**src/rtl/pc_next_sel.sv**
```systemverilog
// Next-PC selection with NSRC prioritised redirect sources, stall hold and a one-entry
// pending-redirect buffer. Define PCSEL_ALIGN_CHECK_EN to trap misaligned redirect targets.
module pc_next_sel #(
  parameter int               WIDTH     = 32,
  parameter int               NSRC      = 4,
  parameter int               INC       = 4,
  parameter logic [WIDTH-1:0] RESET_VEC = 32'h00001000,
  parameter logic [WIDTH-1:0] TRAP_VEC  = 32'h00000080,
  localparam int              SELW      = $clog2(NSRC+1)
) (
  input  logic                  clk,
  input  logic                  reset,
  input  logic                  stall,
  input  logic [NSRC-1:0]       redir_valid,
  input  logic [NSRC*WIDTH-1:0] redir_target,
  output logic [WIDTH-1:0]      pc,
  output logic [SELW-1:0]       pc_sel,
  output logic                  pending,
  output logic                  misalign
);

  typedef enum logic {EMPTY, FULL} buf_state_t;

  buf_state_t       buf_state;
  logic [SELW-1:0]  buf_sel;
  logic [WIDTH-1:0] buf_target;
  logic             misalign_q;

  logic             new_valid;
  logic [SELW-1:0]  new_sel;
  logic [WIDTH-1:0] new_target;
  logic             take_new;
  logic             cand_valid;
  logic [SELW-1:0]  cand_sel;
  logic [WIDTH-1:0] cand_target;
  logic             trap_hit;

  // Buffer and candidates carry the source index already offset by one, i.e. the pc_sel code.
  always_comb begin
    new_valid  = 1'b0;
    new_sel    = '0;
    new_target = '0;
    for (int i = 0; i < NSRC; i++) begin
      if (redir_valid[i]) begin
        new_valid  = 1'b1;
        new_sel    = SELW'(i + 1);
        new_target = redir_target[i*WIDTH +: WIDTH];
      end
    end
    take_new    = new_valid && ((buf_state == EMPTY) || (new_sel >= buf_sel));
    cand_valid  = take_new || (buf_state == FULL);
    cand_sel    = take_new ? new_sel : buf_sel;
    cand_target = take_new ? new_target : buf_target;
`ifdef PCSEL_ALIGN_CHECK_EN
    trap_hit    = cand_valid && (cand_target[1:0] != 2'b00);
`else
    trap_hit    = 1'b0;
`endif
  end

  always_ff @(posedge clk) begin
    if (reset) begin
      pc         <= RESET_VEC;
      pc_sel     <= '0;
      buf_state  <= EMPTY;
      buf_sel    <= '0;
      buf_target <= '0;
      misalign_q <= 1'b0;
    end else if (stall) begin
      misalign_q <= 1'b0;
      // Equal or higher index overwrites; a lower-priority redirect is dropped.
      if (take_new) begin
        buf_state  <= FULL;
        buf_sel    <= new_sel;
        buf_target <= new_target;
      end
    end else begin
      buf_state  <= EMPTY;
      misalign_q <= trap_hit;
      if (trap_hit) begin
        pc     <= TRAP_VEC;
        pc_sel <= SELW'(NSRC + 1);
      end else if (cand_valid) begin
        pc     <= cand_target;
        pc_sel <= cand_sel;
      end else begin
        pc     <= pc + WIDTH'(INC);
        pc_sel <= '0;
      end
    end
  end

  assign pending  = (buf_state == FULL);
  assign misalign = misalign_q;

endmodule

```
**config.mk**
```make
export PLATFORM = sky130hd
export DESIGN_NAME = pc_next_sel
export DESIGN_NICKNAME = d
export VERILOG_FILES = /design/src/rtl/pc_next_sel.sv
export SDC_FILE = /design/constraint.sdc
export NUM_CORES = 1
export LEC_CHECK = 0
export BUFFER_PORTS_ARGS = -buffer_cell sky130_fd_sc_hd__buf_2
export CELL_PAD_IN_SITES_DETAIL_PLACEMENT = 0
export CELL_PAD_IN_SITES_GLOBAL_PLACEMENT = 2
export CORE_ASPECT_RATIO = 1.4
export CORE_UTILIZATION = 26
export CTS_CLUSTER_DIAMETER = 50
export CTS_CLUSTER_SIZE = 10
export DETAILED_ROUTE_END_ITERATION = 12
export PLACE_DENSITY = 0.84
export SLEW_MARGIN = 20
export SYNTH_ARGS = -nofsm -noshare
export SYNTH_HDL_FRONTEND = slang
export SYNTH_SLANG_ARGS = --single-unit
```
**constraint.sdc**
```tcl
create_clock -name clk -period 3.6 [get_ports clk]
set_input_delay 0.72 -clock clk [delete_from_list [all_inputs] [get_ports clk]]
set_output_delay 0.72 -clock clk [all_outputs]
set_load 0.03 [all_outputs]
```
Yosys cells after proc, flatten, opt, wreduce, memory -nomap -nowiden
Cells that the tools add are included.
{"block": "op_classes", "n_addsub": 1, "mul": 0, "div": 0, "n_lt_le_gt_ge": 1, "n_eq_ne": 0, "shift": 0, "n_mux": 16, "bitwise_logic": 2, "reduce_logical": 4}
{"operator": "32-bit two-way mux", "count": 6}
{"operator": "32-bit by 3-bit adder with 32-bit output (second input constant)", "count": 1}
{"operator": "3-bit two-way mux", "count": 3}
{"operator": "1-bit two-way mux", "count": 5}
{"operator": "2-bit two-way mux", "count": 2}
{"operator": "3-bit greater-or-equal comparator", "count": 1}
{"operator": "1-bit logical OR", "count": 2}
{"operator": "1-bit NOT", "count": 2}
{"operator": "2-bit OR reduction", "count": 1}
{"operator": "1-bit logical AND", "count": 1}
{"block": "word_totals", "regBits": 71, "latchBits": 0, "ramBits": 0, "romBits": 0, "out_inout_bits": 37, "memories": 0}

Depth between registers and ports, before layout
Gate-level depths: netlist (run 1).
{"block": "depth", "depth_word": 9, "mapped_depth": 16, "depth_no_buf": 11}

Worst setup path before layout (run 1)
OpenSTA, ideal clock, no wires.
{"block": "synth_timing", "path_type": "input port to flip-flop", "startpoint": "in redir_valid[1]", "endpoint": "reg buf_target[0]", "setup_ps": 86, "arrival_time_ps": 3129, "required_ps": 3514, "path_slack_ps": 386, "path_stages": 16, "n_path_buf": 5, "cell_sequence": "buf_6 -> nor2b_1 -> clkbuf_1 -> clkbuf_1 -> nor2_1 -> nor2_1 -> inv_1 -> ha_1 -> nor2b_1 -> o2111ai_2 -> nand2_1 -> buf_4 -> buf_4 -> nor3_1 -> a21oi_1 -> a211oi_1"}
{"block": "synth_via", "elab_chain_len": 7}
{"item": "start: declaration", "line": "14", "source": "input logic [NSRC-1:0] redir_valid,"}
{"item": "2-bit two-way mux (2 in a row)", "line": "44", "source": "if (redir_valid[i]) begin"}
{"item": "3-bit two-way mux", "line": "44"}
{"item": "3-bit greater-or-equal comparator", "line": "50", "source": "take_new = new_valid && ((buf_state == EMPTY) || (new_sel >= buf_sel));"}
{"item": "1-bit logical OR", "line": "50"}
{"item": "1-bit logical AND", "line": "50"}
{"item": "32-bit two-way mux *"}
{"item": "end signal: assignment", "line": "75", "source": "buf_target <= new_target;"}
{"item": "end: declaration", "line": "26", "source": "logic [WIDTH-1:0] buf_target;"}
Every way passes the cells marked *; elsewhere a longest branch is shown, timed or not.
A chain may end at the register's enable or synchronous reset.

Worst setup path after layout (run 1)
{"block": "layout_timing", "startpoint": "in redir_valid[1]", "endpoint": "reg buf_target[2]"}
The elaborated chain is that of the path after synthesis.

==> run metrics, run 1 <==
Lkg Pwr=0.002329 uW; final cell count without fillers=912; Gate Count Post-Synth=567; GRT Util Overall=18.89%; Final Hold Fails=0; wire length per cell=18.05 um; Nets=847; max_cap viols=0; largest net degree at the start of global routing=39; Post-Syn Nets=706; Clock Latency Late Sink=0.34 ns; crit start category=input port; Clk pin slew, worst setup/hold paths=0.06 ns; Max clock buf depth=2; upper clock frequency limit=372.3 MHz; Top FF cell, synth=dfxtp_1; Crit Path Class=input port to flop; post-cts resize count=0; via count=4960; violated checks=design-rule violations; routability cong.=0.8185; CTS buffer count=9; Remaining Overflow, GRT=0; RSZ-0062 raised after global routing=no; dpl cells=896; Least-Margin Pin Slew=1.006 ns; root buffer cell=clkbuf_16; Final Cycle Share=74.62%; FF-to-FF End=pc[30]; sequential area share after synthesis=32.75%; layout cells sized above 1=30.01%; Core Footprint=16240 um2; die area=17220 um2; die width=111.2 um; Data required, critical path=3.85 ns; CTS H-Tree Depth=3; post-DR vias/cell=5.439; CTS tree=yes; EDFF count, synth=0; pre-CTS setup slack=0.5912 ns; fill cell count=1764; Cell Rows=55; RR Startpoint=pc[2]; Hold/Removal Path Class=flop to flop; synthesis-stage register bit count=71; Hold Crit Endpoint=buf_target[28]; # Post-CTS Setup Buffers=0; Final min period=2.686 ns; hold_sp=buf_target[28]; Slew Limit Fails=0; number of diodes=0; FF-to-FF path depth=7; R2R setup slack=1.32 ns; final WL=16.46 mm; clk_skew=0.009343 ns; Pwr per Cell Area=421.0 nW/um2; Worst EP arrival=2.93 ns; I/O Buffers=170; first-pass GRT wire length=25.47 mm; Slew Limit Headroom=32.88%; final worst setup slack=0.9139 ns; Synth cell types=55; Hold Path Cell Cnt=2; Area growth syn-to-layout=28.88%; Synth Warn #=0; vias in the first global route=4783; Antenna Nets Post-Route=0; DR iter-0 viols=277; num ports=172; Setup violations, final=0; Hold Buf Count CTS=0; Die Y=154.9 um; Synth Cell Area=4340 um2; DRT Pass-1 Iters=8; Clock Sinks=71; worst vdd ir=0.2027 mV; CP max FO=14; syn_area_per_cell=7.655 um2; status=finished with violations; fraction of registers with async set/reset=0%; initial cell density of the core=26.73%; DP HPWL=12.43 mm; initial antenna violation count=0; Sum Neg Setup Slack=0 ns; DRC errors left=4; crit end category=flop
[metal layers]
layer	GRT usage (%)	routed length, um	vias up
met4	8.430	536	0
met1	21.07	6535	2375
met3	3.078	638	29
li1	-	-	2419
met5	0	0	-
met2	35.03	8753	137
[state kept, by name, summed over array words and instances, names as in the netlist]
| name | count |
|---|---|
| pc_sel | 3 |
| pending | 1 |
| buf_target | 32 |
| buf_sel | 3 |
| pc | 32 |
[synth_stat cells, types with 5 or more instances]
| master | number | share of area (%) |
|---|---|---|
| a21oi_1 | 36 | 4.2 |
| clkbuf_1 | 33 | 2.9 |
| nand3_1 | 14 | 1.6 |
| a221oi_1 | 32 | 6.5 |
| nand4_1 | 12 | 1.7 |
| dfxtp_1 | 71 | 33 |
| a31oi_1 | 6 | 0.86 |
| buf_2 | 12 | 1.4 |
| xnor2_1 | 13 | 2.6 |
| nor2b_1 | 5 | 0.72 |
| a211oi_1 | 37 | 6.4 |
| a22oi_1 | 8 | 1.4 |
| o21ai_0 | 13 | 1.5 |
| nor3_1 | 31 | 3.6 |
| inv_1 | 14 | 1.2 |
| nand2_1 | 44 | 3.8 |
| and3_1 | 8 | 1.2 |
| o22ai_1 | 28 | 4.0 |
| nor4_1 | 5 | 0.72 |
| nor2_1 | 80 | 6.9 |
[critical path: stages]
cell       delay, ns
buf_2           0.12
nor2b_2         0.13
nor2_1          0.05
nor2_1          0.17
inv_1           0.07
ha_1            0.28
nor2b_1         0.05
o2111ai_2       0.18
nand2_1         0.13
nor2_1          0.72
nor2_1          0.08
a211oi_1        0.23
[final cells by class]
type / count / area [um2] / area share (%)
clock buffer: 9 / 225.2 / 4.026
inverter: 14 / 52.55 / 0.9394
tap: 199 / 249.0 / 4.451
clock inverter: 7 / 72.57 / 1.297
timing repair buffer: 183 / 960.9 / 17.18
sequential: 71 / 1421 / 25.41
multi-input combinational: 429 / 2613 / 46.70
[worst max-delay path by stage]
| stage | endpoint | slack, ns | from |
|---|---|---|---|
| final | buf_target[2] | 0.91 | redir_valid[1] |
| after global routing | buf_target[2] | 0.65 | redir_valid[1] |
| after CTS | buf_target[2] | 0.93 | redir_valid[1] |
| after detailed placement | buf_target[2] | 0.59 | redir_valid[1] |
| after global placement | buf_target[2] | 0.61 | redir_valid[1] |
| after floorplan | buf_target[0] | 0.39 | redir_valid[1] |
[stage by stage]
step           total power [uW]  hold WS, ns  cell area, um2  utilization (%)
6_report                   2355       0.4577            5594            34.45
5_1_grt                    2473       0.4751            5594            34.45
4_1_cts                    2377       0.4569            5594            34.45
3_5_place_dp               1473       0.4490            5296            32.61
3_3_place_gp               1464       0.4427            5296            32.61
2_1_floorplan              1267       0.4358            4340                -
[where the power goes]
group / switching [uW] / internal, uW
logic: 329 / 210
registers: 65.2 / 852
clock network: 362 / 537
total: 756 / 1600
[logic make-up (layout without fill, tap and decap cells)]
family / Yosys count / after routing / synth area share (%)
AO/OA/AOI/OAI: 183 / 183 / 30.04
flip-flops: 71 / 71 / 32.75
XOR/XNOR: 15 / 15 / 3.027
other: 1 / 1 / 0.08640
buffers and inverters: 67 / 213 / 7.178
adder cells (fa/ha/maj): 4 / 4 / 1.153
AND/OR/NAND/NOR: 220 / 220 / 24.24
multiplexers: 6 / 6 / 1.528
[placed cells by master (no fill, tap or decap), drive strengths merged, types with 14 or more instances in the layout]
cell and instances:
dfxtp 71, inv 15, nand3 14, a221oi 33
a21oi 36, a211oi 37, nor3 31, o22ai 28
nor2 81, buf 183, nand2 44, o21ai 14
(Power assumes the default switching activity.)
==> inputs of run 2 (changes only) <==
- ABC_AREA: default -> 1
- CORE_UTILIZATION: 26 -> 23
- PLACE_DENSITY: 0.84 -> 0.82
- clock period: 3.6 -> 2.3 ns (I/O delays scaled with it)
==> run 2 against run 1 <==
Non-clock buffer count rose by 15; design area rose by 24%; clock skew fell by 0.0013 ns; area after synthesis rose by 25%; the run now ends clean; largest cell class unchanged; power rose by 62%; global-route usage fell by 2.4 points; sequential share of layout area fell by 4.9 points; synthesized cell count rose by 68%; sequential power rose by 56%; hold slack got worse by 0.0023 ns; clock power rose by 54%.
==> run metrics, run 2 <==
Gate Count Post-Synth=953 (+68%); largest family of logic cells by synthesized area=simple AND/OR/NAND/NOR gates; Final Cycle Share=86.44%; Antenna Nets Post-Route=0 (unchanged); Slew Limit Fails=0 (unchanged); initial antenna violation count=0 (unchanged); Data required, critical path=2.58 ns (-1.27 ns); status=complete, no violations; leading area contributor after synthesis=dfxtp_1; Die Y=183.8 um (+19%); final WL=19.48 mm (+18%); Clk pin slew, worst setup/hold paths=0.06 ns (about the same); crit end category=flop; Crit Path Class=input port to flop; Synth Warn #=0 (unchanged); max_cap viols=0 (unchanged); fraction of registers with async set/reset=0% (unchanged); Synth Area in Compound Gates=13.59% (-16 points); Area growth syn-to-layout=27.40%; Post-Syn Nets=1092 (+55%); DRT Pass-1 Iters=5 (-3); top post-synthesis cells by area=dfxtp_1 26%, nand2_1 25%, nor2_1 7.2%; num ports=172 (unchanged); hold_ws=0.4555 ns (-0.002264 ns); Clock Sinks=71 (unchanged); biggest registers after layout=buf_target x32, pc x32; number of diodes=0 (unchanged); CP max FO=15 (+1); Synth cell types=42 (-24%); most common cell after layout, fill and taps aside=nand2_1; root buffer cell=clkbuf_16; post-DR vias/cell=4.336 (-20%); die width=131.9 um (+19%); Top FF cell, synth=dfxtp_1; wire length per cell=13.68 um (-24%); routability cong.=0.8334 (+1.8%); upper clock frequency limit=503.0 MHz; DR iter-0 viols=274 (-1.1%); Hold Buf Count CTS=0 (unchanged); RSZ-0062 raised after global routing=no; clk_skew=0.007998 ns (-0.001345 ns); layout cells sized above 1=22.45% (-7.6 points); initial cell density of the core=23.40% (-3.3 points); via count=6175 (+24%); CTS tree=yes; XOR/XNOR share of the synthesized area=0.6452% (-2.4 points); I/O Buffers=170 (unchanged); worst vdd ir=0.3126 mV (+54%); first-pass GRT wire length=31.24 mm (+23%); DP HPWL=15.61 mm (+26%); Pwr per Cell Area=552.3 nW/um2 (+31%); sequential area share after synthesis=26.18% (-6.6 points); CTS H-Tree Depth=3 (unchanged); Slew Limit Headroom=63.23% (+30 points); crit start category=input port; EDFF count, synth=0 (unchanged); Nets=1253 (+48%); DRC errors left=0 (-4); Hold/Removal Path Class=flop to flop; most frequent cells in the layout=368 x nand2_1, 170 x buf_2, 104 x nor2_1; Clock Latency Late Sink=0.34 ns (about the same); Lkg Pwr=0.003590 uW (+54%); largest net degree at the start of global routing=54 (+38%); die area=24240 um2 (+41%); most frequent cell after synthesis=nand2_1; syn_area_per_cell=5.698 um2 (-26%); synthesis-stage register bit count=71 (unchanged); Max clock buf depth=2 (unchanged); Core Footprint=23200 um2 (+43%); # Post-CTS Setup Buffers=0 (unchanged); fin area=6918 um2 (+24%); cell area after placement=6630 um2 (+25%); Least-Margin Pin Slew=0.5516 ns (-0.4540 ns); vias in the first global route=6017 (+26%); Post-Synth Adder-Cell Area=0.9217% (-0.23 points); share of the synthesized area in the top cell type=26.18% (-6.6 points); Synth Cell Area=5430 um2 (+25%); Final min period=1.988 ns; Cell Rows=66 (+20%); Setup violations, final=0 (unchanged); mux share of post-synthesis cell area=0% (-1.5 points); post-cts resize count=0 (unchanged); CTS buffer count=9 (unchanged); Worst EP arrival=2.27 ns (-0.66 ns); Post-synth top cells=368 x nand2_1, 104 x nor2_1, 95 x inv_1; Remaining Overflow, GRT=0 (unchanged); GRT Util Overall=16.45% (-2.4 points); Final Hold Fails=0 (unchanged); Synth Area in Simple Gates=46.04% (+22 points)
run 2: worst paths after layout:
| kind | from | endpoint | slack, ns | depth (start not counted) |
|---|---|---|---|---|
| worst max register to register | buf_sel[2] | pc[13] | 0.46 | 11 |
| worst min register to register | pc_sel[0] | pc_sel[0] | 0.46 | 2 |
| worst min-delay path | pc_sel[0] | pc_sel[0] | 0.46 | 2 |
| worst max-delay path | redir_valid[0] | pc[13] | 0.31 | 14 |
run 2: kinds of logic (layout without fill, tap and decap cells):
| group | after synthesis | count (layout) |
|---|---|---|
| AND/OR/NAND/NOR | 592 | 592 |
| flip-flops | 71 | 71 |
| adder cells (fa/ha/maj) | 4 | 4 |
| other | 1 | 1 |
| buffers and inverters | 150 | 315 |
| XOR/XNOR | 4 | 4 |
| AO/OA/AOI/OAI | 131 | 131 |
run 2: report_power, final:
group          internal (uW)  switching, uW
sequential              1340           93.9
combinational            373            629
clock                    829            559
run 2: layout make-up:
cell class | instances | area, um2
fill | 2626 | 16290
multi-input combinational | 732 | 3327
sequential | 71 | 1421
timing repair buffer | 198 | 1111
inverter | 102 | 387.9
tap | 306 | 382.9
clock buffer | 9 | 225.2
clock inverter | 6 | 62.56
run 2: stage by stage:
| stage | setup TNS (ns) | util, % | cells | total power [uW] | worst slack (ns) |
|---|---|---|---|---|---|
| final | 0 | 29.81 | 1424 | 3821 | 0.3119 |
| after global routing | 0 | 29.81 | 1424 | 4076 | 0.09095 |
| after CTS | 0 | 29.81 | 1424 | 3886 | 0.3132 |
| after detailed placement | -0.06088 | 28.57 | 1409 | 2472 | -0.03394 |
| after global placement | -0.01301 | 28.57 | 1409 | 2470 | -0.01301 |
| after floorplan | 0 | - | 953 | 2102 | 0.1052 |
run 2: routing by layer:
layer  track usage [%]  part of all wire, %  vias up
met5                 0                    0        -
met4             6.605                  2.6        0
met3             2.730                  4.2       24
met2             28.38                   47      163
met1             20.23                   46     2665
li1                  -                    -     3323
run 2: critical path, cell delays in order:
cell     delay (ns)
buf_2          0.14
inv_2          0.12
nor2_8         0.04
o21ai_0        0.23
ha_1           0.28
nand3_1        0.07
nand4_1        0.13
nand2_2        0.11
buf_4          0.22
buf_12         0.17
nand2_1        0.07
nand2_1        0.07
nand2_1        0.08
nand2_1        0.08
